[src/rtl/pipeline_hazard_ctrl.sv]
// Central pipeline sequencer: latch update/flush, PC enable, halt state and perf counters.
// Latency: controls are combinational from the state and the inputs; halted and counters update on the next edge.
// Backpressure: a memory wait (ihit low, or a data request without dhit) freezes every latch and the PC.
module pipeline_hazard_ctrl #(
    parameter int CNT_W = 16,
    parameter int REG_W = 5
) (
    input  logic             CLK,
    input  logic             RST,
    input  logic             ihit,
    input  logic             dhit,
    input  logic             mem_dren,
    input  logic             mem_dwen,
    input  logic             mem_halt,
    input  logic [REG_W-1:0] dec_rs,
    input  logic [REG_W-1:0] dec_rt,
    input  logic             dec_jump,
    input  logic             ex_mem_to_reg,
    input  logic             ex_reg_wr,
    input  logic [REG_W-1:0] ex_rt,
    input  logic             ex_branch_taken,
    output logic             pc_en,
    output logic             fd_update,
    output logic             fd_flush,
    output logic             de_update,
    output logic             de_flush,
    output logic             em_update,
    output logic             em_flush,
    output logic             mw_update,
    output logic             mw_flush,
    output logic             halted,
    output logic [CNT_W-1:0] stall_cnt,
    output logic [CNT_W-1:0] flush_cnt
);

    localparam logic ST_RUN    = 1'b0;
    localparam logic ST_HALTED = 1'b1;

    localparam logic [CNT_W-1:0] CNT_MAX = {CNT_W{1'b1}};
    localparam logic [CNT_W-1:0] CNT_ONE = {{(CNT_W-1){1'b0}}, 1'b1};

    logic state;
    logic state_nxt;
    logic mem_req;
    logic advance;
    logic load_use;
    logic stall_inc;
    logic flush_inc;

    logic pc_en_c;
    logic fd_update_c;
    logic fd_flush_c;
    logic de_update_c;
    logic de_flush_c;
    logic em_update_c;
    logic mw_update_c;

    assign mem_req  = mem_dren | mem_dwen;
    assign advance  = (state == ST_RUN) & ihit & (~mem_req | dhit);
    assign load_use = ex_mem_to_reg & ex_reg_wr & (ex_rt != '0)
                    & ((ex_rt == dec_rs) | (ex_rt == dec_rt));

    always_comb begin
        state_nxt   = state;
        stall_inc   = 1'b0;
        flush_inc   = 1'b0;
        pc_en_c     = 1'b0;
        fd_update_c = 1'b0;
        fd_flush_c  = 1'b0;
        de_update_c = 1'b0;
        de_flush_c  = 1'b0;
        em_update_c = 1'b0;
        mw_update_c = 1'b0;
        if (state == ST_HALTED) begin
            state_nxt = ST_HALTED;
        end else if (mem_halt && advance) begin
            // Drain the halt into writeback; younger stages stay frozen for good.
            em_update_c = 1'b1;
            mw_update_c = 1'b1;
            state_nxt   = ST_HALTED;
        end else if (!advance) begin
            stall_inc = 1'b1;
        end else if (ex_branch_taken) begin
            pc_en_c     = 1'b1;
            fd_update_c = 1'b1;
            de_update_c = 1'b1;
            em_update_c = 1'b1;
            mw_update_c = 1'b1;
            fd_flush_c  = 1'b1;
            de_flush_c  = 1'b1;
            flush_inc   = 1'b1;
        end else if (load_use) begin
            // Hold fetch/decode, inject a bubble into execute, let the load move on.
            de_update_c = 1'b1;
            de_flush_c  = 1'b1;
            em_update_c = 1'b1;
            mw_update_c = 1'b1;
            stall_inc   = 1'b1;
        end else begin
            pc_en_c     = 1'b1;
            fd_update_c = 1'b1;
            de_update_c = 1'b1;
            em_update_c = 1'b1;
            mw_update_c = 1'b1;
            fd_flush_c  = dec_jump;
        end
    end

    assign pc_en     = pc_en_c     & ~RST;
    assign fd_update = fd_update_c & ~RST;
    assign fd_flush  = fd_flush_c  & ~RST;
    assign de_update = de_update_c & ~RST;
    assign de_flush  = de_flush_c  & ~RST;
    assign em_update = em_update_c & ~RST;
    assign mw_update = mw_update_c & ~RST;
    assign em_flush  = 1'b0;
    assign mw_flush  = 1'b0;
    assign halted    = (state == ST_HALTED);

    always_ff @(posedge CLK or posedge RST) begin
        if (RST) begin
            state     <= ST_RUN;
            stall_cnt <= '0;
            flush_cnt <= '0;
        end else begin
            state <= state_nxt;
            if (stall_inc && (stall_cnt != CNT_MAX))
                stall_cnt <= stall_cnt + CNT_ONE;
            if (flush_inc && (flush_cnt != CNT_MAX))
                flush_cnt <= flush_cnt + CNT_ONE;
        end
    end

endmodule

[config.mk]
export PLATFORM = sky130hd
export DESIGN_NAME = pipeline_hazard_ctrl
export DESIGN_NICKNAME = d
export VERILOG_FILES = /design/src/rtl/pipeline_hazard_ctrl.sv
export SDC_FILE = /design/constraint.sdc
export NUM_CORES = 1
export LEC_CHECK = 0
export CORE_ASPECT_RATIO = 0.7
export CORE_UTILIZATION = 44
export DETAILED_ROUTE_END_ITERATION = 12
export PLACE_DENSITY = 0.79
export RECOVER_POWER = 100
export SLEW_MARGIN = 20
export SYNTH_ARGS = -nofsm -noshare
export SYNTH_HDL_FRONTEND = slang
export SYNTH_SLANG_ARGS = --single-unit
[constraint.sdc]
create_clock -name CLK -period 2.4 [get_ports CLK]
set_input_delay 0.48 -clock CLK [delete_from_list [all_inputs] [get_ports CLK]]
set_output_delay 0.48 -clock CLK [all_outputs]
set_load 0.02 [all_outputs]
; ---- Word-level counts from Yosys, hierarchy flattened
; Cells that the tools add are included.
[totals]
out_inout_bits = 42
romBits = 0
in_bits = 26
word_cells = 59
ram_bits = 0
ff_bits = 33
memories = 0
latch_bits = 0
[op_classes]
n_div = 0
n_lt_le_gt_ge = 0
eq_ne = 4
n_bitwise = 16
mul = 0
add_sub_neg = 2
n_reduce_logical = 4
n_shift = 0
muxes = 30
[ops]
columns = operator, n
row1 = adder 16 x 1 -> 16 bit (second input constant), 2
row2 = != test 16 bit (second input constant), 2
row3 = 2-to-1 mux 1 bit, 30
row4 = bitwise AND 1 bit, 10
row5 = == test 5 bit, 2
row6 = nonzero test 5 bit, 1
row7 = logical AND 1 bit, 3
row8 = inverter 1 bit, 3
row9 = OR 1 bit, 3

; ---- Depth between registers and ports, before layout
; Gate-level depths: netlist of the first run.
[depth]
depth_word = 9
ltp_mapped = 7
ltp_nobuf = 7

; ---- Worst setup path before layout of the first run
; OpenSTA, ideal clock, no wires.
[synth_timing]
path_kind = in2out
start = input port RST
end = output port pc_en
cell_stages = 4
required_time_ps = 1920
arrival_ps = 2103
slack_ps = -183
path_buffers = 1
path_cell_list = inv_1 > nand4_1 > nor2_1 > buf_4
[synth_via]
elab_chain_cells = 2
[synth_rtl]
columns = item, line
row1 = from (decl), 9  ; input logic RST,
row2 = inverter 1 bit, --
row3 = bitwise AND 1 bit, --
row4 = to (decl), 22  ; output logic pc_en,
; No other way between the ends.

; ---- Worst setup path in the final report of the first run
[layout_timing]
start = input port ex_rt[1]
end = output port fd_update
[layout_via]
elab_chain_cells = 9
word_cells_on_any_way = 12
cone_classes = 2 x eq/ne / 5 x mux / 4 x bitwise / 1 x reduce/logical
[layout_rtl]
columns = item, line
row1 = from (decl), 20  ; input logic [REG_W-1:0] ex_rt,
row2 = == test 5 bit / nonzero test 5 bit (equally long branches), "61, 60"
row3 = OR 1 bit / bitwise AND 1 bit (equally long branches), "61, 60"
row4 = bitwise AND 1 bit *, 61  ; & ((ex_rt == dec_rs) | (ex_rt == dec_rt));
row5 = 2-to-1 mux 1 bit *, 92  ; end else if (load_use) begin
row6 = 2-to-1 mux 1 bit *, 83  ; end else if (ex_branch_taken) begin
row7 = 2-to-1 mux 1 bit *, 81  ; end else if (!advance) begin
row8 = 2-to-1 mux 1 bit *, 76  ; end else if (mem_halt && advance) begin
row9 = 2-to-1 mux 1 bit *, 74  ; if (state == ST_HALTED) begin
row10 = bitwise AND 1 bit *, 110  ; assign fd_update = fd_update_c & ~RST;
row11 = to (decl), 23  ; output logic fd_update,
; Every way passes the cells marked *; elsewhere a longest branch is shown, timed or not.

==> impl_metrics.json, run 1 <==
{
  "clock-root-buffer": "sky130_fd_sc_hd__clkbuf_8",
  "grt_util_all_layers": 0.228,
  "synthesis.area_sq_um": 1840,
  "layout.cells.non_filler": 308,
  "setup.worst_path.end_class": "output port",
  "drt_first_pass_iters": 4,
  "design.portCount": 68,
  "slew_margin_rel": 0.458,
  "worst-endpoint-arrival_ps": 1850,
  "cts_max_level": 2,
  "count_of_endpoints_failing_hold_in_the_final_timing_report": 0,
  "synth_top_area_frac": 0.449,
  "synth_enable_flop_cells": 0,
  "drt_iter0_drc": 94,
  "maxClockFrequency_ghz": 0.429,
  "max_cap_viol_count": 0,
  "number_of_global_route_vias_before_repair": 1583,
  "post-route-drc-count": 0,
  "maxSlewViolCount": 0,
  "cts_tree": "done",
  "final_layout_size_suffix_gt1_frac": 0.137,
  "setup_viol": 0,
  "worst_slew_pin_slew_ps": 812,
  "avgViaCountPerCell": 5.07,
  "hold_path.class": "reg -> reg",
  "number_of_placement_rows": 19,
  "synth_sequential_area_ratio": 0.449,
  "vias": 1563,
  "buffer_ports.inserted": 65,
  "synth_async_reset_ratio": 1.00,
  "number_of_antenna_violations_at_the_first_check_in_global_routing": 0,
  "fillCellCount": 333,
  "die_x_um": 79.3,
  "synth-warning-count": 0,
  "place_hpwl_um": 3400,
  "avg_inst_size_synth_sq_um": 10.6,
  "vdd.ir_drop.worst_uv": 757,
  "synth_top_area_cell": "sky130_fd_sc_hd__dfrtp_1",
  "synth_area_leaders": "sky130_fd_sc_hd__dfrtp_1 45%, sky130_fd_sc_hd__xnor2_1 16%, sky130_fd_sc_hd__nand4_1 4.1%",
  "largest_fanout_on_the_critical_path": 3,
  "wl_per_cell_um": 14.3,
  "grt_overflow": 0,
  "fin_crit_ps": 2330,
  "clock_insertion_delay_worst_skew_ps": 290,
  "post-route-period-util": 0.971,
  "postRouteWirelength_um": 4420,
  "dpl.cell_count": 299,
  "static-leakage-power_nw": 1.32,
  "cts_num_sinks": 33,
  "final.hold.worst_slack_ps": 482,
  "floorplan.die_area_sq_um": 4440,
  "power_per_cell_area_nw_per_um2": 550,
  "holdBufCountCts": 0,
  "worstPathRequired_ps": 1920,
  "ys_ff_latch": 33,
  "initial_cell_density_of_the_core": 0.463,
  "clockBufferDepth": 2,
  "design.core.area_sq_um": 3970,
  "run_status": "finished clean",
  "crit_path_start_kind": "input pin",
  "ys_types": 32,
  "detail_route_antenna_nets": 0,
  "gpl.final_weighted_congestion": 0.810,
  "grt_first_pass_wirelength_um": 7700,
  "place_ws_ps": -618,
  "final_design_area_no_fill_sq_um": 2700,
  "postLayoutSetupSlackWorst_ps": 70.6,
  "antenna_cells_inserted": 0,
  "nets": 283,
  "syn-instance-count": 173,
  "cts.clk_slew.worst_paths_ps": 70,
  "grt_max_degree": 34,
  "dieHeight_um": 56.1,
  "number_of_buffers_inserted_during_clock_tree_synthesis": 5,
  "post_synth_top_flop": "sky130_fd_sc_hd__dfrtp_1",
  "area_growth_syn_to_layout_pct": 46.8,
  "place_area_sq_um": 2620,
  "timing.clock.skew_ps": 8.15,
  "crit_type": "in -> out"
}
where the power goes:
group	total [mW]	leakage [nW]	switching [mW]	internal, mW
clock network	0.542	0.0585	0.204	0.338
registers	0.652	0.443	0.0535	0.599
logic	0.291	0.815	0.142	0.149
total	1.48	1.32	0.399	1.09
Yosys cell counts (2+ instances only):
library cell and n:
sky130_fd_sc_hd__and2_1 2, sky130_fd_sc_hd__dfrtp_1 33, sky130_fd_sc_hd__ha_1 2, sky130_fd_sc_hd__nor2_1 11
sky130_fd_sc_hd__nand3_2 6, sky130_fd_sc_hd__mux2_1 2, sky130_fd_sc_hd__a21oi_1 3, sky130_fd_sc_hd__xnor2_1 33
sky130_fd_sc_hd__nand3_1 5, sky130_fd_sc_hd__buf_4 5, sky130_fd_sc_hd__and3_1 10, sky130_fd_sc_hd__and4_1 3
sky130_fd_sc_hd__nand4_1 12, sky130_fd_sc_hd__nand2_1 16, sky130_fd_sc_hd__xor2_1 6, sky130_fd_sc_hd__inv_1 5
sky130_fd_sc_hd__nand4_2 4
cell usage in the layout, fill, tap and decap left out, types with 3 or more instances in the layout:
cell / instances
sky130_fd_sc_hd__nor2_1: 11
sky130_fd_sc_hd__clkbuf_1: 5
sky130_fd_sc_hd__xor2_1: 6
sky130_fd_sc_hd__dlymetal6s2s_1: 6
sky130_fd_sc_hd__xnor2_1: 33
sky130_fd_sc_hd__clkbuf_8: 6
sky130_fd_sc_hd__clkdlybuf4s50_1: 13
sky130_fd_sc_hd__nand4_1: 14
sky130_fd_sc_hd__dlygate4sd3_1: 36
sky130_fd_sc_hd__and4_1: 3
sky130_fd_sc_hd__inv_1: 4
sky130_fd_sc_hd__dlygate4sd2_1: 4
sky130_fd_sc_hd__nand3_2: 3
sky130_fd_sc_hd__buf_4: 10
sky130_fd_sc_hd__dfrtp_1: 33
sky130_fd_sc_hd__clkbuf_2: 4
sky130_fd_sc_hd__a21oi_1: 3
sky130_fd_sc_hd__nand3_1: 8
sky130_fd_sc_hd__and3_1: 10
sky130_fd_sc_hd__nand2_1: 15
layout make-up:
cell class	instances	area, sq um	area share
flip-flops and latches	33	826	0.306
inverters	5	22.5	0.00834
clock inverters	1	30.0	0.0111
repair buffers	81	743	0.275
multi-input cells	129	926	0.343
well taps	52	65.1	0.0241
clock buffers	7	86.3	0.0320
cell families after synthesis:
family,after synthesis,share of synthesized area
buf+inv,12,0.0388
other cells,1,0.00204
mux,3,0.0177
compound gates,10,0.0517
flops,33,0.449
simple gates,73,0.241
fa+ha+maj,2,0.0136
xor+xnor,39,0.186
layer usage:
| layer | vias to the layer above | GRT usage | part of all wire |
|---|---|---|---|
| li1 | 760 | - | - |
| met1 | 757 | 0.310 | 0.49 |
| met2 | 39 | 0.363 | 0.46 |
| met3 | 7 | 0.0443 | 0.037 |
| met4 | 0 | 0.0779 | 0.012 |
| met5 | - | 0 | 0 |
through the flow:
| step | power (mW) | TNS, ps | util |
|---|---|---|---|
| global placement | 0.960 | -2460 | 0.660 |
| CTS | 1.52 | 0 | 0.686 |
| floorplan | 0.797 | 0 | - |
| global route | 1.57 | -2.61 | 0.680 |
| detailed placement | 0.969 | -2770 | 0.660 |
| finish | 1.48 | 0 | 0.680 |
repair_timing:
action                                  CTS  global route
gates resized for setup                  26            10
cloned                                    0             0
endpoints found under the setup margin    7             4
pin swaps                                 5            14
setup buffers                             0             1
critical path, cell delays in order:
cell                            delay, ps
sky130_fd_sc_hd__dlygate4sd2_1        240
sky130_fd_sc_hd__or3_1                310
sky130_fd_sc_hd__o311a_1              330
sky130_fd_sc_hd__nand2_2              110
sky130_fd_sc_hd__nor2_1                50
sky130_fd_sc_hd__nor2_1               140
sky130_fd_sc_hd__clkbuf_2             190
flip-flops by register name, indices dropped and copies added (netlist names):
name	count
stall_cnt	16
flush_cnt	16
halted	1
final timing paths:
| check | endpoint | depth (start not counted) | slack [ps] | from |
|---|---|---|---|---|
| worst max-delay path | fd_update | 7 | 70 | ex_rt[1] |
| worst min-delay path | stall_cnt[10]$_DFFE_PP0P_ | 1 | 480 | stall_cnt[10]$_DFFE_PP0P_ |
| min in group asynchronous | flush_cnt[1]$_DFFE_PP0P_ | 3 | 950 | RST |
| max in group asynchronous | stall_cnt[0]$_DFFE_PP0P_ | 3 | 940 | RST |
| worst max register to register | flush_cnt[15]$_DFFE_PP0P_ | 7 | 550 | flush_cnt[0]$_DFFE_PP0P_ |
| worst min register to register | stall_cnt[10]$_DFFE_PP0P_ | 1 | 480 | stall_cnt[10]$_DFFE_PP0P_ |
Note: power is estimated with default switching activity, not from simulation.
==> inputs of run 2 (changes only) <==
--- a/config.mk
+++ b/config.mk
@@ -6,9 +6,9 @@
 export NUM_CORES = 1
 export LEC_CHECK = 0
 export CORE_ASPECT_RATIO = 0.7
-export CORE_UTILIZATION = 44
+export CORE_UTILIZATION = 40
 export DETAILED_ROUTE_END_ITERATION = 12
-export PLACE_DENSITY = 0.79
+export PLACE_DENSITY = 0.76
 export RECOVER_POWER = 100
 export SLEW_MARGIN = 20
 export SYNTH_ARGS = -nofsm -noshare
==> constraint.sdc (replaced) <==
create_clock -name CLK -period 1.9 [get_ports CLK]
set_input_delay 0.38 -clock CLK [delete_from_list [all_inputs] [get_ports CLK]]
set_output_delay 0.38 -clock CLK [all_outputs]
set_load 0.02 [all_outputs]
==> run 2 against run 1 <==
Compared with the run above: the flow now finishes with violations (negative setup slack); flip-flop and latch count is the same; critical path depth unchanged; sequential power rose by 27%; wire length rose by 5.8%; worst setup slack worse by 120 ps; highest routed layer unchanged; total power grew 30%; first-iteration DRC count fell by 37%; clock-buffer cell count did not move; utilization shrank 3.5 points; non-clock buffer count grew 13; register-to-register slack got worse by 420 ps.
==> impl_metrics.json, run 2 (synthesized netlist as in run 1, its figures left out) <==
{
  "run_status": "complete, but fails checks",
  "violations_in_the_final_reports": "negative setup slack",
  "drt_iter0_drc": 59,
  "number_of_antenna_violations_at_the_first_check_in_global_routing": 0,
  "setup_viol": 4,
  "cts_max_level": 2,
  "clock-root-buffer": "sky130_fd_sc_hd__clkbuf_8",
  "number_of_placement_rows": 20,
  "mostFrequentLayoutCell": "sky130_fd_sc_hd__clkdlybuf4s50_1",
  "final_layout_size_suffix_gt1_frac": 0.257,
  "place_area_sq_um": 2730,
  "worst_slew_pin_slew_ps": 807,
  "antenna_cells_inserted": 0,
  "hold_path.class": "in -> async",
  "nets": 296,
  "max_cap_viol_count": 0,
  "grt_overflow": 0,
  "number_of_buffers_inserted_during_clock_tree_synthesis": 5,
  "totalPowerFinal_mw": 1.93,
  "grt_first_pass_wirelength_um": 7920,
  "design.portCount": 68,
  "slew_margin_rel": 0.462,
  "drt_first_pass_iters": 4,
  "power_per_cell_area_nw_per_um2": 682,
  "postLayoutSetupSlackWorst_ps": -52.5,
  "largest_fanout_on_the_critical_path": 3,
  "multi_input_gate_area_in_the_final_layout_sq_um": 987,
  "vdd.ir_drop.worst_uv": 575,
  "worst-endpoint-arrival_ps": 1570,
  "buffer_ports.inserted": 65,
  "grt_max_degree": 34,
  "grt_setup_unrepaired": "yes",
  "design.core.area_sq_um": 4380,
  "cts_tree": "done",
  "gpl.final_weighted_congestion": 0.883,
  "maxSlewViolCount": 0,
  "postRouteWirelength_um": 4670,
  "final.setup.tns_ps": -154,
  "detail_route_antenna_nets": 0,
  "wl_per_cell_um": 14.4,
  "final_design_area_no_fill_sq_um": 2830,
  "fin_crit_ps": 1950,
  "sequential_cell_area_sq_um": 826,
  "static-leakage-power_nw": 1.28,
  "crit_type": "in -> out",
  "number_of_global_route_vias_before_repair": 1642,
  "avgViaCountPerCell": 4.98,
  "post-route-drc-count": 0,
  "worstPathRequired_ps": 1520,
  "fillCellCount": 382,
  "clock_insertion_delay_worst_skew_ps": 290,
  "final.hold.worst_slack_ps": 389,
  "die_x_um": 83.0,
  "clockBufferDepth": 2,
  "crit_path_start_kind": "input pin",
  "timing.clock.skew_ps": 6.93,
  "vias": 1614,
  "dieHeight_um": 58.7,
  "count_of_endpoints_failing_hold_in_the_final_timing_report": 0,
  "cts_num_sinks": 33,
  "setup.worst_path.end_class": "output port",
  "holdBufCountCts": 0,
  "grt_util_all_layers": 0.215,
  "place_hpwl_um": 3540,
  "initial_cell_density_of_the_core": 0.420,
  "most-common-layout-cells": "40 x sky130_fd_sc_hd__clkdlybuf4s50_1, 33 x sky130_fd_sc_hd__dfrtp_1, 32 x sky130_fd_sc_hd__xnor2_1",
  "post-route-period-util": 1.03,
  "area_growth_syn_to_layout_pct": 53.7,
  "floorplan.die_area_sq_um": 4870,
  "cts.clk_slew.worst_paths_ps": 70,
  "maxClockFrequency_ghz": 0.512
}
-- run 2: power breakdown --
group	switching (mW)	total, mW	internal (mW)
clock network	0.265	0.692	0.427
registers	0.0686	0.825	0.756
logic	0.194	0.409	0.215
-- run 2: metrics by stage --
| stage | setup WS [ps] | std cells | utilization |
|---|---|---|---|
| after global placement | -829 | 315 | 0.622 |
| after global routing | -126 | 324 | 0.645 |
| after detailed placement | -878 | 315 | 0.622 |
| final | -52.5 | 324 | 0.645 |
| after floorplan | -50.9 | 174 | - |
| after CTS | -92.4 | 324 | 0.643 |
-- run 2: area by class of cell --
| cell class | instances | area share |
|---|---|---|
| clock buffer | 7 | 0.0306 |
| clock inverter | 1 | 0.0106 |
| inverter | 5 | 0.00797 |
| multi-input combinational | 129 | 0.349 |
| sequential | 33 | 0.292 |
| tap | 55 | 0.0244 |
| timing repair buffer | 94 | 0.285 |
-- run 2: timing repair --
| action | 4_1_cts | 5_1_grt |
|---|---|---|
| endpoints found under the setup margin | 20 | 25 |
| buffers inserted | 1 | 0 |
| cloned | 0 | 0 |
| gates resized for setup | 63 | 12 |
| pin swaps | 18 | 12 |
-- run 2: critical path, cell delays in order --
cell,delay (ps)
sky130_fd_sc_hd__buf_6,90
sky130_fd_sc_hd__or3_1,360
sky130_fd_sc_hd__o311a_1,320
sky130_fd_sc_hd__nand2_2,110
sky130_fd_sc_hd__nor2_1,60
sky130_fd_sc_hd__nor2_2,100
sky130_fd_sc_hd__buf_4,150
-- run 2: final timing paths --
path,end,slack [ps],cells past startpoint,from
worst min register to register,stall_cnt[10]$_DFFE_PP0P_,490,1,stall_cnt[10]$_DFFE_PP0P_
min in group CLK,stall_cnt[10]$_DFFE_PP0P_,490,1,stall_cnt[10]$_DFFE_PP0P_
worst min-delay path,flush_cnt[11]$_DFFE_PP0P_,390,3,RST
worst max register to register,flush_cnt[9]$_DFFE_PP0P_,130,6,flush_cnt[4]$_DFFE_PP0P_
max in group asynchronous,stall_cnt[4]$_DFFE_PP0P_,1000,3,RST
worst max-delay path,fd_update,-50,7,ex_rt[0]
-- run 2: per-layer routing --
layer / vias up / GRT usage / part of all wire
met2: 45 / 0.327 / 0.45
met1: 769 / 0.289 / 0.49
met3: 11 / 0.0589 / 0.043
met5: - / 0 / 0
met4: 0 / 0.106 / 0.024
li1: 789 / - / -
==> inputs of run 3 (changes only) <==
--- a/config.mk
+++ b/config.mk
@@ -6,9 +6,9 @@
 export NUM_CORES = 1
 export LEC_CHECK = 0
 export CORE_ASPECT_RATIO = 0.7
-export CORE_UTILIZATION = 40
+export CORE_UTILIZATION = 44
 export DETAILED_ROUTE_END_ITERATION = 12
-export PLACE_DENSITY = 0.76
+export PLACE_DENSITY = 0.79
 export RECOVER_POWER = 100
 export SLEW_MARGIN = 20
 export SYNTH_ARGS = -nofsm -noshare
==> constraint.sdc (replaced) <==
create_clock -name CLK -period 2.2 [get_ports CLK]
set_input_delay 0.44 -clock CLK [delete_from_list [all_inputs] [get_ports CLK]]
set_output_delay 0.44 -clock CLK [all_outputs]
set_load 0.02 [all_outputs]
==> run 3 against run 2 <==
Compared with the run above: the flow now finishes without violations; utilization increased by 7.8 points; clock skew decreased by 1.9 ps; clock-buffer cell count unchanged; hold slack improved by 120 ps; clock power is 15% lower; global-route usage rose by 1.7 points; combinational power down 11%; non-clock buffer count fell by 4; total power decreased by 13%; register-to-register slack improved by 200 ps; largest power group unchanged.
==> impl_metrics.json, run 3 (synthesized netlist as in run 1, its figures left out) <==
{
  "run_status": "finished clean",
  "cts_max_level": 2,
  "grt_overflow": 0,
  "design.portCount": 68,
  "wl_per_cell_um": 15.2,
  "power_per_cell_area_nw_per_um2": 580,
  "worst_slew_pin_slew_ps": 817,
  "mostFrequentLayoutCell": "sky130_fd_sc_hd__clkdlybuf4s50_1",
  "fin_crit_ps": 2140,
  "worst-endpoint-arrival_ps": 1700,
  "max_cap_viol_count": 0,
  "floorplan.die_area_sq_um": 4440,
  "cp_slowest_cell": "sky130_fd_sc_hd__or3_1",
  "number_of_buffers_inserted_during_clock_tree_synthesis": 5,
  "die_x_um": 79.3,
  "number_of_global_route_vias_before_repair": 1601,
  "hold_path.class": "reg -> reg",
  "final_layout_size_suffix_gt1_frac": 0.264,
  "critical_path.cell_chain": "buf_2, or3_1, o311a_1, nand2_2, nor2_2, nor2_2, buf_4",
  "gpl.final_weighted_congestion": 0.784,
  "setup_viol": 0,
  "crit_type": "in -> out",
  "final.setup.tns_ps": 0,
  "cts.clk_slew.worst_paths_ps": 70,
  "vias": 1654,
  "crit_path_max_incr_delay_ps": 360,
  "setup.worst_path.end_class": "output port",
  "post-route-period-util": 0.971,
  "initial_cell_density_of_the_core": 0.463,
  "place_ws_ps": -720,
  "cts_num_sinks": 33,
  "totalPowerFinal_mw": 1.67,
  "area_growth_syn_to_layout_pct": 56.2,
  "largest_fanout_on_the_critical_path": 3,
  "most-common-layout-cells": "43 x sky130_fd_sc_hd__clkdlybuf4s50_1, 33 x sky130_fd_sc_hd__dfrtp_1, 29 x sky130_fd_sc_hd__xnor2_1",
  "post-route-drc-count": 0,
  "buffer_ports.inserted": 65,
  "grt_max_degree": 34,
  "static-leakage-power_nw": 1.28,
  "critical-path-top-cell-by-count": "sky130_fd_sc_hd__nor2_2",
  "timing.clock.skew_ps": 5.05,
  "crit_path_start_kind": "input pin",
  "postLayoutSetupSlackWorst_ps": 64.1,
  "place_hpwl_um": 3340,
  "clock-root-buffer": "sky130_fd_sc_hd__clkbuf_8",
  "postRouteWirelength_um": 4830,
  "detail_route_antenna_nets": 0,
  "vdd.ir_drop.worst_uv": 718,
  "drt_iter0_drc": 124,
  "number_of_antenna_violations_at_the_first_check_in_global_routing": 0,
  "nets": 292,
  "grt_first_pass_wirelength_um": 7840,
  "antenna_cells_inserted": 0,
  "drt_first_pass_iters": 4,
  "worstPathRequired_ps": 1760,
  "number_of_placement_rows": 19,
  "slew_margin_rel": 0.455,
  "design.core.area_sq_um": 3970,
  "dieHeight_um": 56.1,
  "grt_util_all_layers": 0.232,
  "clock_insertion_delay_worst_skew_ps": 280,
  "final.hold.worst_slack_ps": 505,
  "cts_tree": "done",
  "count_of_endpoints_failing_hold_in_the_final_timing_report": 0,
  "maxClockFrequency_ghz": 0.468,
  "clockBufferDepth": 2,
  "maxSlewViolCount": 0,
  "grt_setup_unrepaired": "yes",
  "avgViaCountPerCell": 5.22
}
-- run 3: cell count changes in the layout (fill, tap and decap cells not counted), moves of 2 or more --
cell,previous run,this run
sky130_fd_sc_hd__clkbuf_2,2,5
sky130_fd_sc_hd__nand3_2,6,8
sky130_fd_sc_hd__xnor2_2,1,3
sky130_fd_sc_hd__xnor2_1,32,29
sky130_fd_sc_hd__buf_4,29,23
sky130_fd_sc_hd__clkdlybuf4s50_1,40,43
sky130_fd_sc_hd__nand3_1,5,3
sky130_fd_sc_hd__clkbuf_1,4,1
sky130_fd_sc_hd__clkdlybuf4s15_1,0,2
sky130_fd_sc_hd__buf_6,2,4
sky130_fd_sc_hd__nor2_2,4,2
sky130_fd_sc_hd__nor2_1,7,9
sky130_fd_sc_hd__buf_2,5,3
sky130_fd_sc_hd__dlygate4sd2_1,12,8
-- run 3: metal layers --
metal	vias up	global-route usage	wire length [um]
li1	780	-	-
met1	808	0.321	2200
met2	55	0.362	2340
met3	11	0.0508	217
met4	0	0.0779	77
met5	-	0	0
-- run 3: worst max-delay path: cells and delay by family --
family	cells	cell delay [ps]
simple gates	4	650
compound gates	1	330
buf+inv	2	260
-- run 3: cell type report --
cell class	instances	area, sq um
fillers	289	1100
well taps	52	65.1
repair buffers	90	800
inverters	5	22.5
clock buffers	7	86.3
flip-flops and latches	33	826
clock inverters	1	30.0
multi-input cells	129	1040
-- run 3: power by group --
group          total, mW  internal [mW]  switching (mW)
clock network      0.591          0.369           0.222
registers          0.713          0.653          0.0603
logic              0.362          0.193           0.169
total               1.67           1.21           0.452
-- run 3: worst paths after layout --
check,from,to,slack (ps),depth (start not counted)
max reg2reg,halted$_DFF_PP0_,flush_cnt[9]$_DFFE_PP0P_,330,8
min reg2reg,stall_cnt[15]$_DFFE_PP0P_,stall_cnt[15]$_DFFE_PP0P_,500,1
min in group asynchronous,RST,flush_cnt[2]$_DFFE_PP0P_,810,3
max,ex_rt[2],pc_en,60,7
max in group asynchronous,RST,stall_cnt[6]$_DFFE_PP0P_,870,3
min,stall_cnt[15]$_DFFE_PP0P_,stall_cnt[15]$_DFFE_PP0P_,500,1
-- run 3: repair_timing --
action                                  CTS  global route
gates resized for setup                  46            27
hold buffers                              0             0
endpoints found under the setup margin    7            26
gates cloned                              0             0
pin swaps                                20            17
setup buffers                             5             2
-- run 3: per-stage QoR --
step / instance area [sq um] / util / instances
finish: 2870 / 0.723 / 317
global route: 2870 / 0.723 / 317
CTS: 2780 / 0.699 / 315
detailed placement: 2650 / 0.667 / 302
global placement: 2650 / 0.667 / 302
floorplan: 1850 / - / 174
